### config.mk
export PLATFORM = sky130hd
export DESIGN_NAME = fifo_rd_tx
export DESIGN_NICKNAME = d
export VERILOG_FILES = /design/src/rtl/fifo_rd_tx.sv
export SDC_FILE = /design/constraint.sdc
export NUM_CORES = 1
export LEC_CHECK = 0
export ABC_AREA = 1
export CAP_MARGIN = 20
export CORE_UTILIZATION = 50
export DETAILED_ROUTE_END_ITERATION = 16
export DONT_BUFFER_PORTS = 1
export PLACE_DENSITY = 0.68
export SYNTH_ARGS = -nofsm -noshare
export SYNTH_HDL_FRONTEND = slang
export SYNTH_SLANG_ARGS = --single-unit
### constraint.sdc
create_clock -name sys_clk -period 1.5 [get_ports sys_clk]
set_input_delay 0.3 -clock sys_clk [delete_from_list [all_inputs] [get_ports sys_clk]]
set_output_delay 0.3 -clock sys_clk [all_outputs]
set_load 0.01 [all_outputs]
### src/rtl/fifo_rd_tx.sv
// Drains a FIFO into a UART transmitter in bursts once almost_full has been synchronised.
// The burst waits DLY_CNT+1 cycles to settle, then reads, latches and sends bytes until the FIFO is empty.
module fifo_rd_tx #(
  parameter int DLY_CNT = 10,
  parameter int DATA_W  = 8
) (
  input  logic              sys_clk,
  input  logic              sys_rst,
  input  logic              almost_full,
  input  logic              empty,
  input  logic [DATA_W-1:0] fifo_rd_data,
  input  logic              tx_busy,
  output logic              fifo_rd_en,
  output logic              uart_tx_en,
  output logic [DATA_W-1:0] uart_tx_data,
  output logic              fifo_rd_ok,
  output logic [8:0]        rd_cnt
);

  typedef enum logic [2:0] {
    IDLE, DLY, RD, LATCH, SEND, BUSY_HI, BUSY_LO, DONE
  } state_e;

  localparam logic [3:0] DLY_END = 4'(DLY_CNT);

  state_e            state_q, state_d;
  logic              af_d0_q, af_d0_d;
  logic              af_d1_q, af_d1_d;
  logic [3:0]        dly_cnt_q, dly_cnt_d;
  logic              to_q, to_d;
  logic [8:0]        rd_cnt_q, rd_cnt_d;
  logic [DATA_W-1:0] uart_tx_data_q, uart_tx_data_d;
  logic              uart_tx_en_q, uart_tx_en_d;
  logic              fifo_rd_en_q, fifo_rd_en_d;
  logic              fifo_rd_ok_q, fifo_rd_ok_d;

  always_comb begin
    state_d        = state_q;
    af_d0_d        = almost_full;
    af_d1_d        = af_d0_q;
    dly_cnt_d      = dly_cnt_q;
    to_d           = to_q;
    rd_cnt_d       = rd_cnt_q;
    uart_tx_data_d = uart_tx_data_q;
    uart_tx_en_d   = 1'b0;

    case (state_q)
      IDLE: begin
        if (af_d1_q) begin
          state_d   = DLY;
          rd_cnt_d  = '0;
          dly_cnt_d = '0;
        end
      end
      DLY: begin
        if (dly_cnt_q == DLY_END) begin
          dly_cnt_d = '0;
          state_d   = RD;
        end else begin
          dly_cnt_d = dly_cnt_q + 4'd1;
        end
      end
      RD:    state_d = fifo_rd_en_q ? LATCH : DONE;
      LATCH: begin
        uart_tx_data_d = fifo_rd_data;
        state_d        = SEND;
      end
      SEND: begin
        if (!tx_busy) begin
          uart_tx_en_d = 1'b1;
          if (rd_cnt_q != '1) rd_cnt_d = rd_cnt_q + 9'd1;
          to_d    = 1'b0;
          state_d = BUSY_HI;
        end
      end
      BUSY_HI: begin
        if (tx_busy)   state_d = BUSY_LO;
        else if (to_q) state_d = RD;
        else           to_d    = 1'b1;
      end
      BUSY_LO: if (!tx_busy) state_d = RD;
      DONE:    state_d = IDLE;
      default: state_d = IDLE;
    endcase

    // Read strobe is decided on the way into RD so it is registered yet high during RD.
    // A stale !empty is safe: only this block removes data from the FIFO.
    fifo_rd_en_d = (state_d == RD) && !empty;
    fifo_rd_ok_d = (state_d == DONE);
  end

  always_ff @(posedge sys_clk) begin
    if (sys_rst) begin
      state_q        <= IDLE;
      af_d0_q        <= 1'b0;
      af_d1_q        <= 1'b0;
      dly_cnt_q      <= '0;
      to_q           <= 1'b0;
      rd_cnt_q       <= '0;
      uart_tx_data_q <= '0;
      uart_tx_en_q   <= 1'b0;
      fifo_rd_en_q   <= 1'b0;
      fifo_rd_ok_q   <= 1'b0;
    end else begin
      state_q        <= state_d;
      af_d0_q        <= af_d0_d;
      af_d1_q        <= af_d1_d;
      dly_cnt_q      <= dly_cnt_d;
      to_q           <= to_d;
      rd_cnt_q       <= rd_cnt_d;
      uart_tx_data_q <= uart_tx_data_d;
      uart_tx_en_q   <= uart_tx_en_d;
      fifo_rd_en_q   <= fifo_rd_en_d;
      fifo_rd_ok_q   <= fifo_rd_ok_d;
    end
  end

  assign fifo_rd_en   = fifo_rd_en_q;
  assign uart_tx_en   = uart_tx_en_q;
  assign uart_tx_data = uart_tx_data_q;
  assign fifo_rd_ok   = fifo_rd_ok_q;
  assign rd_cnt       = rd_cnt_q;

endmodule
==> results of run 1 <==
## placed cells by master, fill, tap and decap left out, drive strengths merged
cell and count:
a211oi 1, dlygate4sd3 1, nand3 13, a21oi 8, inv 27, o21ai 16, clkinv 3, clkbuf 6
dfxtp 30, nor4 1, nor3 5, or2 1, buf 17, nand4 2, ha 4, nand3b 1
nor2 40, nand2 43, xnor2 1, xor2 2
## sequential cells by signal (all words and copies together), names as in the netlist
signal,flops
to_q,1
state_q,3
af_d0_q,1
fifo_rd_ok,1
af_d1_q,1
uart_tx_data,8
uart_tx_en,1
dly_cnt_q,4
fifo_rd_en,1
rd_cnt,9
## metrics by stage
stage | total power, mW | worst slack, ps | util (%)
after floorplan | 0.890 | 9.97 | -
after global placement | 0.903 | -7.29 | 60.2
after detailed placement | 0.906 | -79.5 | 60.2
after CTS | 1.47 | -6.24 | 65.1
after global routing | 1.53 | -107 | 67.6
final | 1.47 | 5.45 | 67.6
## what timing repair did
action	CTS	global route
pin swaps	3	6
setup buffers	2	2
hold buffers	0	1
gates resized for setup	10	10
endpoints found under the setup margin	9	10
hold endpoints to repair	0	4
## critical path, delay by kind of cell (launching register included)
kind | cells | cell delay [ps]
DFF | 1 | 370
buffers and inverters | 1 | 70
adders and majority gates | 2 | 340
and+or+nand+nor | 7 | 540
AOI/OAI and AO/OA | 1 | 120
## cells by family (layout without fill, tap and decap cells)
kind of cell,count (synthesis),in the layout,share of synthesized area (%)
XOR/XNOR,3,3,1.88
buffers and inverters,31,54,8.42
AO/OA/AOI/OAI,25,25,9.14
AND/OR/NAND/NOR,106,106,34.0
flip-flops,30,30,43.0
adder cells (fa/ha/maj),4,4,3.58
## final cells by class
type | instances | area [µm²]
repair buffers | 18 | 138
clock buffers | 6 | 62.6
fillers | 240 | 832
multi-input cells | 138 | 773
flip-flops and latches | 30 | 609
inverters | 28 | 105
clock inverters | 2 | 10.0
well taps | 30 | 37.5
## per-layer routing
metal / GRT usage [%] / up-vias
li1: - / 680
met1: 25.9 / 573
met2: 37.8 / 31
met3: 9.72 / 4
met4: 8.97 / 0
met5: 0 / -
## power groups by stage
stage,Combinational (mW),Sequential [mW],Clock [mW]
after global placement,0.0719,0.831,0
after CTS,0.0744,0.813,0.585
after detailed placement,0.0736,0.832,0
final,0.0832,0.813,0.572
after floorplan,0.0567,0.833,0
after global routing,0.0953,0.814,0.616
## worst paths after layout
check | from | end | depth (start not counted)
worst max-delay path | rd_cnt[0] | rd_cnt[4] | 11
worst min register to register | af_d0_q | af_d1_q | 2
worst max register to register | rd_cnt[0] | rd_cnt[4] | 11
worst min-delay path | sys_rst | dly_cnt_q[2] | 1
==> flow_summary.toml, run 1 <==
[run_status]
status = "complete, no violations"

[floorplan]
die_w_um = 54.8
io_pins = 33
die_h_um = 54.8
rows = 18
dieArea_um2 = 3010
start_util_pct = 54.4
core_area_um2 = 2570

[sta]
relSlewSlack_pct = 77.5
skew_ps = 10.2
grt_setup_unrepaired = "yes"
fmax_mhz = 669
timing.hold.ws_ps = 33.3
period_share_pct = 99.6
finalHoldViolCount = 0
worst_pin_slew_ps = 337
final-max-slew-violation-count = 0
timing.setup.tns_ps = 0
min_period_ps = 1490
setup_viol = 0

[clocking]
worstSkewPairLatency_ps = 330
cts_buffers = 5
cts_tree = "done"
clkTransAtPathRegs_ps = 100
clock_path_buffers = 2
cts_num_sinks = 30
htree_levels = 2
cts_root_buf = "clkbuf_4"

[final_layout]
syn_to_final_growth_pct = 24.3
fin_nets = 238
final_cells = 252
insertedDiodeCount = 0
layout-drive-gt1-share_pct = 26.6
final_area_um2 = 1740

[power]
p_comb_share_pct = 5.7
clkPwrFrac_pct = 38.9
p_switching_mw = 0.356
seq_power_share_pct = 55.4
power_density_nw_per_um2 = 846
cellLeakagePower_nw = 0.780
p_int_mw = 1.11
peakVddDrop_mv = 0.893
netSwitchingFraction_pct = 24.2

[drt]
highest_layer = "met4"
dr_wl_met2_mm = 1.53
antenna_left = 0
drt-initial-drc-count = 28
routed_via_density = 5.11
wl_met1_mm = 1.30
wl_per_cell_um = 12.0
drtPass1Iterations = 4
route.met3.wl_um = 162
routed_wl_mm = 3.01
drc = 0
vias = 1288

[yosys]
yosys.cell_types.count = 25
syn_area_um2 = 1400
synth.area.top_cells = "dfxtp_1 43%, nand2_1 11%, nor2_1 10%, inv_1 5.6%, ha_1 3.6%"
yosys.area.top_type = "dfxtp_1"
ys_async_sr_fraction_pct = 0
synth-seq-area-share_pct = 43.0
syn-instance-count = 199
synth_most_common_cell = "nand2_1"
synth_common_cells = "41 x nand2_1, 38 x nor2_1, 30 x dfxtp_1"
yosysWarnings = 0
syn_nets = 216
synth_ff_type = "dfxtp_1"
synth_edf_count = 0
synth_seq_cells = 30
syn_area_per_cell_um2 = 7.02
synth_top_cell_area_share_pct = 43.0

[placement]
placement.io_buffers = 0
dpl_cell_area_um2 = 1550
gp_congestion = 0.880
dp_hpwl_mm = 2.14
placed_cells = 239

[global_route]
track_usage_pct = 23.0
gr-total-overflow = 0
grt_max_degree = 14
antenna_found_initial = 0
grt_pass1_vias = 1179
grt_first_pass_wirelength_mm = 4.80

[critical_path]
slowest_stage = "dfxtp_4"
crit_top_cell = "nand2_4"
worstPathRequired_ps = 1770
cp_max_fo = 8
crit_chain = "ha_4 > nand2_4 > nor4_4 > ha_2 > inv_2 > nand3_2 > nand2_4 > nand2_8 > o21ai_2 > nand2_1 > nor2_1"
critical_path_class = "flop to flop"
r2r_slack_ps = 5
worst_setup_path_end_kind = "flop"
start_kind = "flop"
slowest_delay_ps = 370
cp.arrival_ps = 1770

[run]
max_cap_viol_count = 0

[worst_hold_path]
hold_class = "input port to flop"
Power figures use the tool's default switching activity.
==> run 2: changes to the inputs <==
PLACE_DENSITY = unset   (was 0.68)
clock period = 1.7 ns   (was 1.5 ns; I/O delays follow)
==> run 2 against run 1 <==
Compared with the run above:
- clock power shrank 8.7%
- total power shrank 11%
- core utilization shrank 4.8 points
- non-clock buffer count shrank 8
- wire length grew 0.76%
- critical path depth shrank 1
- global-route usage shrank 0.89 points
- critical path type unchanged
- critical endpoint is now rd_cnt[1]
- largest cell class unchanged
- highest routed layer unchanged
==> flow_summary.toml, run 2 (synthesis gave the netlist of run 1 again) <==
[power]
power_density_nw_per_um2 = 811
cellLeakagePower_nw = 0.702
peakVddDrop_mv = 0.564

[global_route]
gr-total-overflow = 0
grt_max_degree = 14
grt_pass1_vias = 1060
grt_first_pass_wirelength_mm = 4.44
track_usage_pct = 22.1
antenna_found_initial = 0

[clocking]
clock_path_buffers = 2
cts_buffers = 5
cts_tree = "done"
cts_num_sinks = 30
htree_levels = 2
clkTransAtPathRegs_ps = 90
worstSkewPairLatency_ps = 330
cts_root_buf = "clkbuf_4"
holdBufCountCts = 0

[sta]
skew_ps = 5.90
worst_pin_slew_ps = 327
setup_slack_ps = 127
relSlewSlack_pct = 78.2
finalHoldViolCount = 0
fmax_mhz = 636
period_share_pct = 92.5
min_period_ps = 1570
setup_viol = 0
timing.setup.tns_ps = 0
final-max-slew-violation-count = 0

[final_layout]
insertedDiodeCount = 0
layout-drive-gt1-share_pct = 18.7
fill_cells = 246
fin_nets = 230
final_cells = 244
largest_reg_flops = 9
most-common-layout-cells = "39 x nand2_1, 38 x nor2_1, 28 x dfxtp_1, 21 x inv_1"
final_common_cell = "nand2_1"
syn_to_final_growth_pct = 15.5

[placement]
dp_hpwl_mm = 2.27
placement.io_buffers = 0
placed_cells = 235
place_ws_ps = 52.5
gp_congestion = 0.823

[drt]
drc = 0
vias = 1284
routed_via_density = 5.26
routed_wl_mm = 3.04
wl_per_cell_um = 12.4
drtPass1Iterations = 4
drt-initial-drc-count = 29
antenna_left = 0

[worst_hold_path]
hold_path_startpoint = "sys_rst"
hold_class = "input port to flop"
whs_endpoint = "dly_cnt_q[2]"
hold_depth = 1

[critical_path]
r2r_slack_ps = 130
worst_setup_path_end_kind = "flop"
start_kind = "flop"
r2r_start = "rd_cnt[1]"
critical_path_class = "flop to flop"
worst_r2r_endpoint = "rd_cnt[1]"
cp_max_fo = 3
worstPathRequired_ps = 1930
cp.arrival_ps = 1800
rr_worst_depth = 10

[floorplan]
start_util_pct = 54.4
rows = 18
core_area_um2 = 2570
io_pins = 33
dieArea_um2 = 3010
die_h_um = 54.8
die_w_um = 54.8

[run]
max_cap_viol_count = 0

[run_status]
status = "complete, no violations"
## run 2: cell type report
class	count	area (µm²)	area share (%)
Multi-Input combinational cell	138	713	44.2
Sequential cell	30	603	37.4
Inverter	28	105	6.52
Clock buffer	8	78.8	4.89
Timing Repair Buffer	10	75.1	4.65
Tap cell	30	37.5	2.33
## run 2: worst max path at each step
stage | startpoint | to
2_1_floorplan | rd_cnt[0] | rd_cnt[6]
3_3_place_gp | rd_cnt[0] | rd_cnt[4]
3_5_place_dp | rd_cnt[0] | rd_cnt[6]
4_1_cts | rd_cnt[0] | rd_cnt[6]
5_1_grt | rd_cnt[1] | rd_cnt[5]
6_report | rd_cnt[1] | rd_cnt[1]
## run 2: where the power goes
group          internal, mW  total [mW]  switching [mW]
sequential            0.710       0.718         0.00749
clock                 0.282       0.522           0.239
combinational        0.0236      0.0682          0.0445
## run 2: layer usage
layer,share of wire [%],global-route usage (%),vias up
met5,0,0,-
met2,45,34.7,39
met3,7.4,9.44,9
met4,2.1,8.97,0
met1,45,26.0,577
li1,-,-,659
## run 2: per-stage QoR
| step | utilization, % | hold slack [ps] | total power [mW] | cell area, µm² |
|---|---|---|---|---|
| finish | 62.8 | 56.8 | 1.31 | 1610 |
| global route | 62.8 | 36.1 | 1.36 | 1610 |
| CTS | 61.1 | 46.4 | 1.32 | 1570 |
| detailed placement | 58.0 | 399 | 0.797 | 1490 |
| global placement | 58.0 | 391 | 0.796 | 1490 |
| floorplan | - | 388 | 0.782 | 1400 |
## run 2: worst max-delay path, stage by stage (launching register included)
cell and delay [ps]:
dfxtp_2 370, ha_4 150, nand2_2 80, nor4_2 150, ha_2 200, inv_1 50
nand3_1 90, nand2_2 90, buf_4 150, nand3_1 80, a21oi_1 70
## run 2: what timing repair did
item,4_1_cts,5_1_grt
buffers inserted,0,1
resized for setup,0,10
endpoints found under the setup margin,0,9
==> run 3: changes to the inputs <==
REMOVE_ABC_BUFFERS = 1   (was unset)
==> run 3 against run 2 <==
Compared with the run above:
- combinational power is 3.7% higher
- register-to-register slack worse by 90 ps
- sequential power hardly changed
- highest routed layer unchanged
==> flow_summary.toml, run 3 (synthesis gave the netlist of run 1 again) <==
[run_status]
status = "complete, no violations"

[drt]
vias = 1278
drtPass1Iterations = 4
drc = 0
routed_wl_mm = 3.06
routed_via_density = 5.24
wl_per_cell_um = 12.5
antenna_left = 0
drt-initial-drc-count = 28

[sta]
skew_ps = 6.31
setup_viol = 0
worst_pin_slew_ps = 374
setup_slack_ps = 39.3
finalHoldViolCount = 0
timing.setup.tns_ps = 0
min_period_ps = 1660
relSlewSlack_pct = 75.1
fmax_mhz = 602
grt_setup_unrepaired = "yes"
period_share_pct = 97.7
final-max-slew-violation-count = 0

[critical_path]
crit_chain = "ha_4 > nand2_4 > nor4_4 > ha_2 > inv_2 > o21ai_2 > nor2_4 > nand2_2 > nand2_2 > nand2_1 > nor2_1"
slowest_delay_ps = 370
worstPathRequired_ps = 1940
startpoint = "rd_cnt[1]"
r2r_slack_ps = 40
endpoint = "rd_cnt[6]"
worst_r2r_endpoint = "rd_cnt[6]"
worst_setup_path_end_kind = "flop"
cp_max_fo = 6
r2r_start = "rd_cnt[1]"
crit_top_cell = "nand2_2"
start_kind = "flop"
rr_worst_depth = 11
cp.arrival_ps = 1900
slowest_stage = "dfxtp_2"
critical_path_class = "flop to flop"

[global_route]
grt_first_pass_wirelength_mm = 4.63
grt_pass1_vias = 1108
track_usage_pct = 22.6
gr-total-overflow = 0
grt_max_degree = 15
antenna_found_initial = 0

[floorplan]
core_area_um2 = 2570
io_pins = 33
rows = 18
start_util_pct = 54.4
die_w_um = 54.8
die_h_um = 54.8
dieArea_um2 = 3010

[clocking]
worstSkewPairLatency_ps = 340
cts_buffers = 5
htree_levels = 2
cts_tree = "done"
clock_path_buffers = 2
cts_root_buf = "clkbuf_4"
holdBufCountCts = 0
clkTransAtPathRegs_ps = 90
cts_num_sinks = 30

[run]
max_cap_viol_count = 0

[final_layout]
fin_nets = 230
syn_to_final_growth_pct = 17.8
most-common-layout-cells = "38 x nand2_1, 38 x nor2_1, 28 x dfxtp_1, 20 x inv_1"
layout-drive-gt1-share_pct = 21.0
largest_reg_flops = 9
insertedDiodeCount = 0

[worst_hold_path]
hold_class = "input port to flop"

[placement]
place_ws_ps = -0.977
placement.io_buffers = 0
dp_hpwl_mm = 2.15
gp_congestion = 0.845

[power]
peakVddDrop_mv = 0.715
cellLeakagePower_nw = 0.735
power_density_nw_per_um2 = 820
run 3: changes by cell type in the layout (fill, tap and decap cells not counted), moves of 2 or more:
cell      change
a21oi_1       -2
clkbuf_8      -3
a21oi_2       +2
nand2_4       +2
clkinv_2      +2
run 3: cell type report:
| type | instances | area (µm²) |
|---|---|---|
| fillers | 240 | 922 |
| multi-input cells | 138 | 747 |
| flip-flops and latches | 30 | 603 |
| inverters | 28 | 105 |
| repair buffers | 10 | 75.1 |
| clock inverters | 3 | 40.0 |
| clock buffers | 5 | 37.5 |
| well taps | 30 | 37.5 |
run 3: worst min path at each step:
stage             from            to  cells after the start
2_1_floorplan  af_d0_q       af_d1_q                      2
5_1_grt        sys_rst  dly_cnt_q[1]                      1
6_report       sys_rst     rd_cnt[3]                      1
4_1_cts        sys_rst  dly_cnt_q[3]                      1
3_3_place_gp   af_d0_q       af_d1_q                      2
3_5_place_dp   af_d0_q       af_d1_q                      2
run 3: routing by layer:
metal / track usage [%] / wire (µm) / share of wire (%) / vias up
li1: - / - / - / 660
met1: 26.1 / 1380 / 45 / 572
met2: 35.1 / 1400 / 46 / 39
met3: 10.6 / 221 / 7.2 / 7
met4: 10.3 / 53 / 1.7 / 0
met5: 0 / 0 / 0 / -
run 3: critical path, delay by kind of cell (launching register included):
kind	cells	cell delay [ps]
flip-flops	1	370
AND/OR/NAND/NOR	7	630
buffers and inverters	1	40
adder cells (fa/ha/maj)	2	360
AO/OA/AOI/OAI	1	180
run 3: power by group:
| part | switching (mW) | internal [mW] |
|---|---|---|
| Combinational | 0.0457 | 0.0249 |
| Sequential | 0.00783 | 0.710 |
| Clock | 0.257 | 0.304 |
run 3: stage by stage:
stage | utilization [%] | power [mW] | std cells | instance area, µm² | hold slack (ps)
after floorplan | - | 0.779 | 196 | 1380 | 388
after global placement | 57.7 | 0.793 | 234 | 1480 | 394
after detailed placement | 57.7 | 0.796 | 234 | 1480 | 396
after CTS | 61.1 | 1.36 | 242 | 1570 | 40.3
after global routing | 64.1 | 1.41 | 244 | 1650 | 31.0
final | 64.1 | 1.35 | 244 | 1650 | 55.8
run 3: what timing repair did:
action,in CTS,in global routing
buffers inserted,0,2
cloned,0,0
endpoints found under the setup margin,2,9
pin swaps,0,12
gates resized for setup,2,16
